<file path="config.mk">
export PLATFORM = sky130hd
export DESIGN_NAME = instr_encoder_loader
export DESIGN_NICKNAME = d
export VERILOG_FILES = /design/src/rtl/instr_encoder_loader.sv
export SDC_FILE = /design/constraint.sdc
export NUM_CORES = 1
export LEC_CHECK = 0
export BUFFER_PORTS_ARGS = -buffer_cell sky130_fd_sc_hd__buf_2
export CAP_MARGIN = 20
export CORE_UTILIZATION = 50
export CTS_BUF_LIST = sky130_fd_sc_hd__clkbuf_4 sky130_fd_sc_hd__clkbuf_8 sky130_fd_sc_hd__clkbuf_16
export CTS_CLUSTER_DIAMETER = 100
export DETAILED_ROUTE_END_ITERATION = 8
export PLACE_DENSITY = 0.75
export SYNTH_ARGS = -nofsm -noshare
export SYNTH_HDL_FRONTEND = slang
export SYNTH_SLANG_ARGS = --single-unit
export TNS_END_PERCENT = 100
</file>
<file path="constraint.sdc">
create_clock -name clk -period 11.2 [get_ports clk]
set_input_delay 1.68 -clock clk [delete_from_list [all_inputs] [get_ports clk]]
set_output_delay 1.68 -clock clk [all_outputs]
set_load 0.02 [all_outputs]
</file>
<file path="src/rtl/instr_encoder_loader.sv">
// Program loader: packs decoded instruction fields into 32-bit words and writes them
// sequentially into instruction memory. Optional running XOR via INSTR_ENC_CHECKSUM_EN.
module instr_encoder_loader #(
  parameter int ADDR_W    = 8,
  parameter int BASE_ADDR = 0
) (
  input  logic              clk,
  input  logic              reset,
  input  logic              restart,
  input  logic              in_valid,
  output logic              in_ready,
  input  logic [5:0]        in_op,
  input  logic [4:0]        in_rs,
  input  logic [4:0]        in_rt,
  input  logic [4:0]        in_rd,
  input  logic [15:0]       in_imm,
  input  logic [25:0]       in_target,
  input  logic              in_last,
  output logic              mem_we,
  output logic [ADDR_W-1:0] mem_addr,
  output logic [31:0]       mem_wdata,
  output logic [ADDR_W:0]   word_count,
  output logic              busy,
  output logic              done,
  output logic              err_illegal,
  output logic              err_full
`ifdef INSTR_ENC_CHECKSUM_EN
  , output logic [31:0]     checksum
`endif
);

  localparam logic [ADDR_W-1:0] BASE     = ADDR_W'(BASE_ADDR);
  localparam logic [ADDR_W:0]   LAST_CNT = {1'b0, {ADDR_W{1'b1}}};  // DEPTH-1

  typedef enum logic [1:0] {IDLE, ENC, WR, DONE} state_t;

  typedef struct packed {
    logic [5:0]  op;
    logic [4:0]  rs;
    logic [4:0]  rt;
    logic [4:0]  rd;
    logic [15:0] imm;
    logic [25:0] target;
    logic        last;
  } bundle_t;

  state_t  state, state_n;
  bundle_t bun;
  logic [31:0] enc_word;
  logic        illegal;

  assign illegal = (bun.op > 6'd11);

  always_comb begin
    unique case (bun.op)
      6'd0:       enc_word = {bun.op, bun.rs, bun.rt, bun.rd, 11'b0};
      6'd2, 6'd3: enc_word = {bun.op, bun.target};
      default:    enc_word = {bun.op, bun.rs, bun.rt, bun.imm};
    endcase
  end

  always_comb begin
    state_n  = state;
    in_ready = 1'b0;
    mem_we   = 1'b0;
    busy     = 1'b0;
    done     = 1'b0;
    case (state)
      IDLE: begin
        in_ready = 1'b1;
        if (in_valid) state_n = ENC;
      end
      ENC: begin
        busy = 1'b1;
        if (illegal) state_n = bun.last ? DONE : IDLE;
        else         state_n = WR;
      end
      WR: begin
        busy   = 1'b1;
        mem_we = 1'b1;
        // the write in flight is the last slot of memory when count is DEPTH-1
        if (bun.last || word_count == LAST_CNT) state_n = DONE;
        else                                    state_n = IDLE;
      end
      default: done = 1'b1;
    endcase
  end

  always_ff @(posedge clk or posedge reset) begin
    if (reset) begin
      state       <= IDLE;
      bun         <= '0;
      mem_addr    <= BASE;
      mem_wdata   <= '0;
      word_count  <= '0;
      err_illegal <= 1'b0;
      err_full    <= 1'b0;
`ifdef INSTR_ENC_CHECKSUM_EN
      checksum    <= '0;
`endif
    end else if (restart) begin
      state       <= IDLE;
      mem_addr    <= BASE;
      mem_wdata   <= '0;
      word_count  <= '0;
      err_illegal <= 1'b0;
      err_full    <= 1'b0;
`ifdef INSTR_ENC_CHECKSUM_EN
      checksum    <= '0;
`endif
    end else begin
      state <= state_n;
      case (state)
        IDLE: if (in_valid) bun <= {in_op, in_rs, in_rt, in_rd, in_imm, in_target, in_last};
        ENC: begin
          if (illegal) err_illegal <= 1'b1;
          else         mem_wdata   <= enc_word;
        end
        WR: begin
          mem_addr   <= mem_addr + 1'b1;
          word_count <= word_count + 1'b1;
          if (!bun.last && word_count == LAST_CNT) err_full <= 1'b1;
`ifdef INSTR_ENC_CHECKSUM_EN
          checksum   <= checksum ^ mem_wdata;
`endif
        end
        default: ;
      endcase
    end
  end

endmodule

</file>
### Word-level counts from Yosys, hierarchy flattened

Cells that the tools add are included.

| storage, ports and cells | value |
|---|---|
| register bits | 117 |
| bits in latches | 0 |
| bits in writable memories | 0 |
| bits in read-only memories | 0 |
| input port bits | 68 |
| output and inout bits | 55 |
| logic and storage cells | 66 |
| memories | 0 |

| operators by class | value |
|---|---|
| add/subtract/negate cells | 2 |
| multipliers | 0 |
| divide/modulo/power cells | 0 |
| magnitude comparators | 1 |
| eq/ne operators | 7 |
| shift operators | 0 |
| mux-type cells | 24 |
| bitwise logic cells | 1 |
| reductions and logical operators | 18 |

Operator list:

| operator | count |
|---|---|
| $mux W32 | 3 |
| $pmux W26 S2 | 1 |
| $mux W9 | 2 |
| $mux W8 | 2 |
| $eq A6 B2 Y1 const B | 2 |
| $mux W1 | 10 |
| $mux W2 | 5 |
| $add A9 B1 Y9 const B | 1 |
| $eq A9 B8 Y1 const B | 1 |
| $add A8 B1 Y8 const B | 1 |
| $reduce_and A2 Y1 | 4 |
| $reduce_bool A2 Y1 | 4 |
| $gt A6 B4 Y1 const B | 1 |
| $logic_not A6 Y1 | 1 |
| $pmux W2 S3 | 1 |
| $reduce_bool A4 Y1 | 1 |
| $reduce_or A2 Y1 | 2 |
| $ne A3 B3 Y1 const B | 1 |
| $reduce_and A3 Y1 | 1 |
| $reduce_or A3 Y1 | 1 |
| $eq A2 B1 Y1 const B | 1 |
| $eq A2 B2 Y1 const B | 1 |
| $logic_not A2 Y1 | 1 |
| $ne A2 B2 Y1 const B | 1 |
| 4 further kinds | 4 |

### Depth between registers and ports, before layout

| depth | value |
|---|---|
| word-level depth | 6 |
| depth in mapped cells | 8 |
| gate-level depth less buffers | 8 |

### Worst setup path after synthesis

Ideal clock, no wire load.

| timing | value |
|---|---|
| path kind | input-to-reg |
| from | input restart |
| to | register bun[0] (netlist name) |
| library setup time | 125 ps |
| arrival time | 2493 ps |
| data required time | 11075 ps |
| slack | 8582 ps |
| cell stages on the path | 4 |
| path buffers | 2 |
| path through | nand3b_1 -> buf_2 -> buf_2 -> mux2_2 |

| on the way | value |
|---|---|
| word-level cells in the longest chain between the ends | 2 |

Ends and longest elaborated chain:

| element | RTL line | source |
|---|---|---|
| start, declared | 9 | `input logic restart,` |
| $not A1 Y1 (no line) | n/a |  |
| $reduce_and A3 Y1 (no line) | n/a |  |
| end signal, assigned | 114 | `IDLE: if (in_valid) bun <= {in_op, in_rs, in_rt, in_rd, in_imm, in_target, in_last};` |
| end, declared | 48 | `bundle_t bun;` |

Every way passes these cells.
A chain may end at the register's enable or synchronous reset.

### Final worst setup path

| timing | value |
|---|---|
| from | register state[0] |
| to | output mem_we |

| on the way | value |
|---|---|
| word-level cells in the longest chain between the ends | 2 |

Ends and longest elaborated chain:

| element | RTL line | source |
|---|---|---|
| start, declared | 47 | `state_t state, state_n;` |
| start signal, assigned | 112 | `state <= state_n;` |
| $eq A2 B2 Y1 | 68 | `case (state)` |
| $mux W1 | 68 |  |
| end, declared | 19 | `output logic mem_we,` |

Every way passes these cells.

==> flow_summary.ini <==
[run_status]
status = complete, no violations

[floorplan]
start_util_pct = 52.40
die_h_um = 101.3
ios = 123
dieArea_mm2 = 0.01027
fp.dieW_um = 101.3
core_mm2 = 0.009415
rows = 35

[drt]
wl_per_cell_um = 15.92
ant_nets = 0
drt_first_pass_iters = 5
dr_total_vias = 3440
viasPerCell = 5.204
route.detailed.drc = 0
wl_mm = 10.53
drt_iter0_markers = 80

[clocking]
numCtsBuffers = 17
ctsResizeCount = 0
clockBufferDepth = 2
clock-sinks = 117
post_cts_buffers = 0
clock_latency_ns = 0.50
cts_tree = done
cts_max_level = 4
root_buffer = clkbuf_8
cts.clk_slew.worst_paths_ns = 0.06
cts_hold_buf = 0

[grt]
grt_max_degree = 71
grt_pass1_vias = 3617
grtUsageTotal_pct = 22.49
gr-total-overflow = 0
grt_first_pass_wirelength_mm = 17.46
antenna_found_initial = 0

[timing]
fin_crit_ns = 3.640
slew_headroom_pct = 30.46
skew_ns = 0.01089
holdWs_ns = 0.4764
fin_tns_setup_ns = 0
tightest_slew_ns = 1.043
post-route-period-util_pct = 32.50
fin_ws_ns = 7.560
hold_viol_final = 0
setup_viol_count_final = 0
timing.fmax_mhz = 274.7
maxSlewViolCount = 0
rsz0062_at_grt = false

[cells_and_area]
layout-drive-gt1-share_pct = 42.67
nets = 594
multi_input_area_mm2 = 0.001872
finalNonFillerCells = 661
seq_area_mm2 = 0.002928
layout_common_cells = buf_2 (122), dfrtp_1 (117), mux2_2 (64)
finalInstanceArea_mm2 = 0.006265
syn2layout_area_growth_pct = 26.98
layout_commonest_cell = buf_2
fin_util_pct = 66.54
nFillCells = 716
diodes = 0

[power]
p_clk_share_pct = 36.5
p_leak_nw = 3.096
combPwrFrac_pct = 22.3
finalPower_mw = 1.586
sw_frac_of_total_pct = 28.80
switchingPower_mw = 0.4567
vdd_drop_max_mv = 0.1819
p_seq_share_pct = 41.2
power_density_mw_per_mm2 = 253.1
internal_power_mw = 1.129

[min_path]
hp-class = reg2reg
worstHoldPathCells = 2
hp-start = mem_wdata[7]

[synthesis]
ys.flop_type = dfrtp_1
muxShareOfSynthArea_pct = 17.04
synth_seq_cells = 117
synth_top_family_by_area = multiplexers
ys_warn_count = 0
synth_fa_ha_area_share_pct = 1.775
yosysTopAreaCellShare_pct = 59.35
avgSynthCellArea_um2 = 12.46
synth_xor_area_share_pct = 2.130
synth_async_sr_flop_share_pct = 100.0
synth_compound_area_share_pct = 8.395
syn-num-nets = 471
yosysUniqueCellTypes = 39
syn_area_mm2 = 0.004933
synth_edf_count = 0
yosys-top-cells-area = dfrtp_1 (59%), mux2_2 (15%), nand2_1 (2.6%), mux2i_1 (2.4%), o21ai_1 (2.1%)
synth-simple-area-share_pct = 8.369
yosys.area.top_type = dfrtp_1
synth_cells = 396
ys_seq_area_share_pct = 59.35

[worst_setup_path]
critPathKind = reg2out
reg2reg_depth = 4
rr_startpoint = bun[62]
crit_start = state[0]
endpoint_kind = output port
critPathMaxFanout = 19
worstSetupStartpointType = flop
crit_arrival_ns = 1.96
timing.critical_path.required_ns = 9.52

[place]
post-place-cells = 629
portBuffers = 122
dp_hpwl_mm = 7.024
postPlaceCellArea_mm2 = 0.005623
pre_cts_slack_ns = 7.784
globalplace.congestion = 0.7628

[job]
drv_cap = 0
## per-layer routing
| metal | GRT usage [%] | share of wire [%] |
|---|---|---|
| met5 | 0 | 0 |
| met2 | 37.99 | 50 |
| met1 | 27.72 | 44 |
| met4 | 5.351 | 0.72 |
| met3 | 8.006 | 5.7 |
## power groups by stage
stage / Combinational, mW / Sequential [mW] / Clock, mW
4_1_cts: 0.359 / 0.653 / 0.588
2_1_floorplan: 0.261 / 0.651 / 0
6_report: 0.353 / 0.653 / 0.579
3_3_place_gp: 0.342 / 0.649 / 0
5_1_grt: 0.394 / 0.671 / 0.606
3_5_place_dp: 0.353 / 0.657 / 0
## registers in the layout, indices dropped and copies added, names as in the netlist
name,count
bun,64
mem_wdata,32
word_count,9
mem_addr,8
state,2
err_full,1
err_illegal,1
## Yosys cell counts (2+ instances only)
cell and instances:
o21ai_1 21, ha_1 7, buf_2 11, nor2b_1 5, and3_1 3, dfrtp_1 117, buf_6 3, nor3_1 5
o21ai_0 17, a22o_1 3, nand2_1 34, nand3_1 2, mux2i_1 12, nand4_1 6, a21oi_1 6, clkbuf_1 6
and2_1 4, a22oi_1 11, nand3b_1 2, xor2_1 10, nor2_1 21, mux2_2 64, xnor2_1 2, or3_1 2
inv_1 7, o21a_1 2
## layout make-up
type                    instances  share of cell area [%]
flip-flops and latches        117                   46.73
multi-input cells             251                   29.88
repair buffers                125                   10.11
clock buffers                  17                   6.611
clock inverters                15                   3.635
well taps                     129                   2.576
inverters                       7                  0.4594
## critical path, stage by stage, from the launching register on
cell     delay, ns
dfrtp_1       0.41
inv_1         0.10
ha_1          0.65
buf_2         0.29
## final timing paths
kind                            slack [ns]            end
worst max register to register        8.82   mem_wdata[2]
min in group asynchronous             1.25  mem_wdata[30]
max in group asynchronous             8.64        bun[60]
worst min register to register        0.48   mem_wdata[7]
worst min-delay path                  0.48   mem_wdata[7]
worst max-delay path                  7.56         mem_we
## logic make-up (layout without fill, tap and decap cells)
logic type / after synthesis / count (layout)
AO/OA/AOI/OAI: 68 / 68
multiplexers: 76 / 76
AND/OR/NAND/NOR: 88 / 88
XOR/XNOR: 12 / 12
buffers and inverters: 28 / 164
flip-flops: 117 / 117
adder cells (fa/ha/maj): 7 / 7
(Power assumes the default switching activity.)
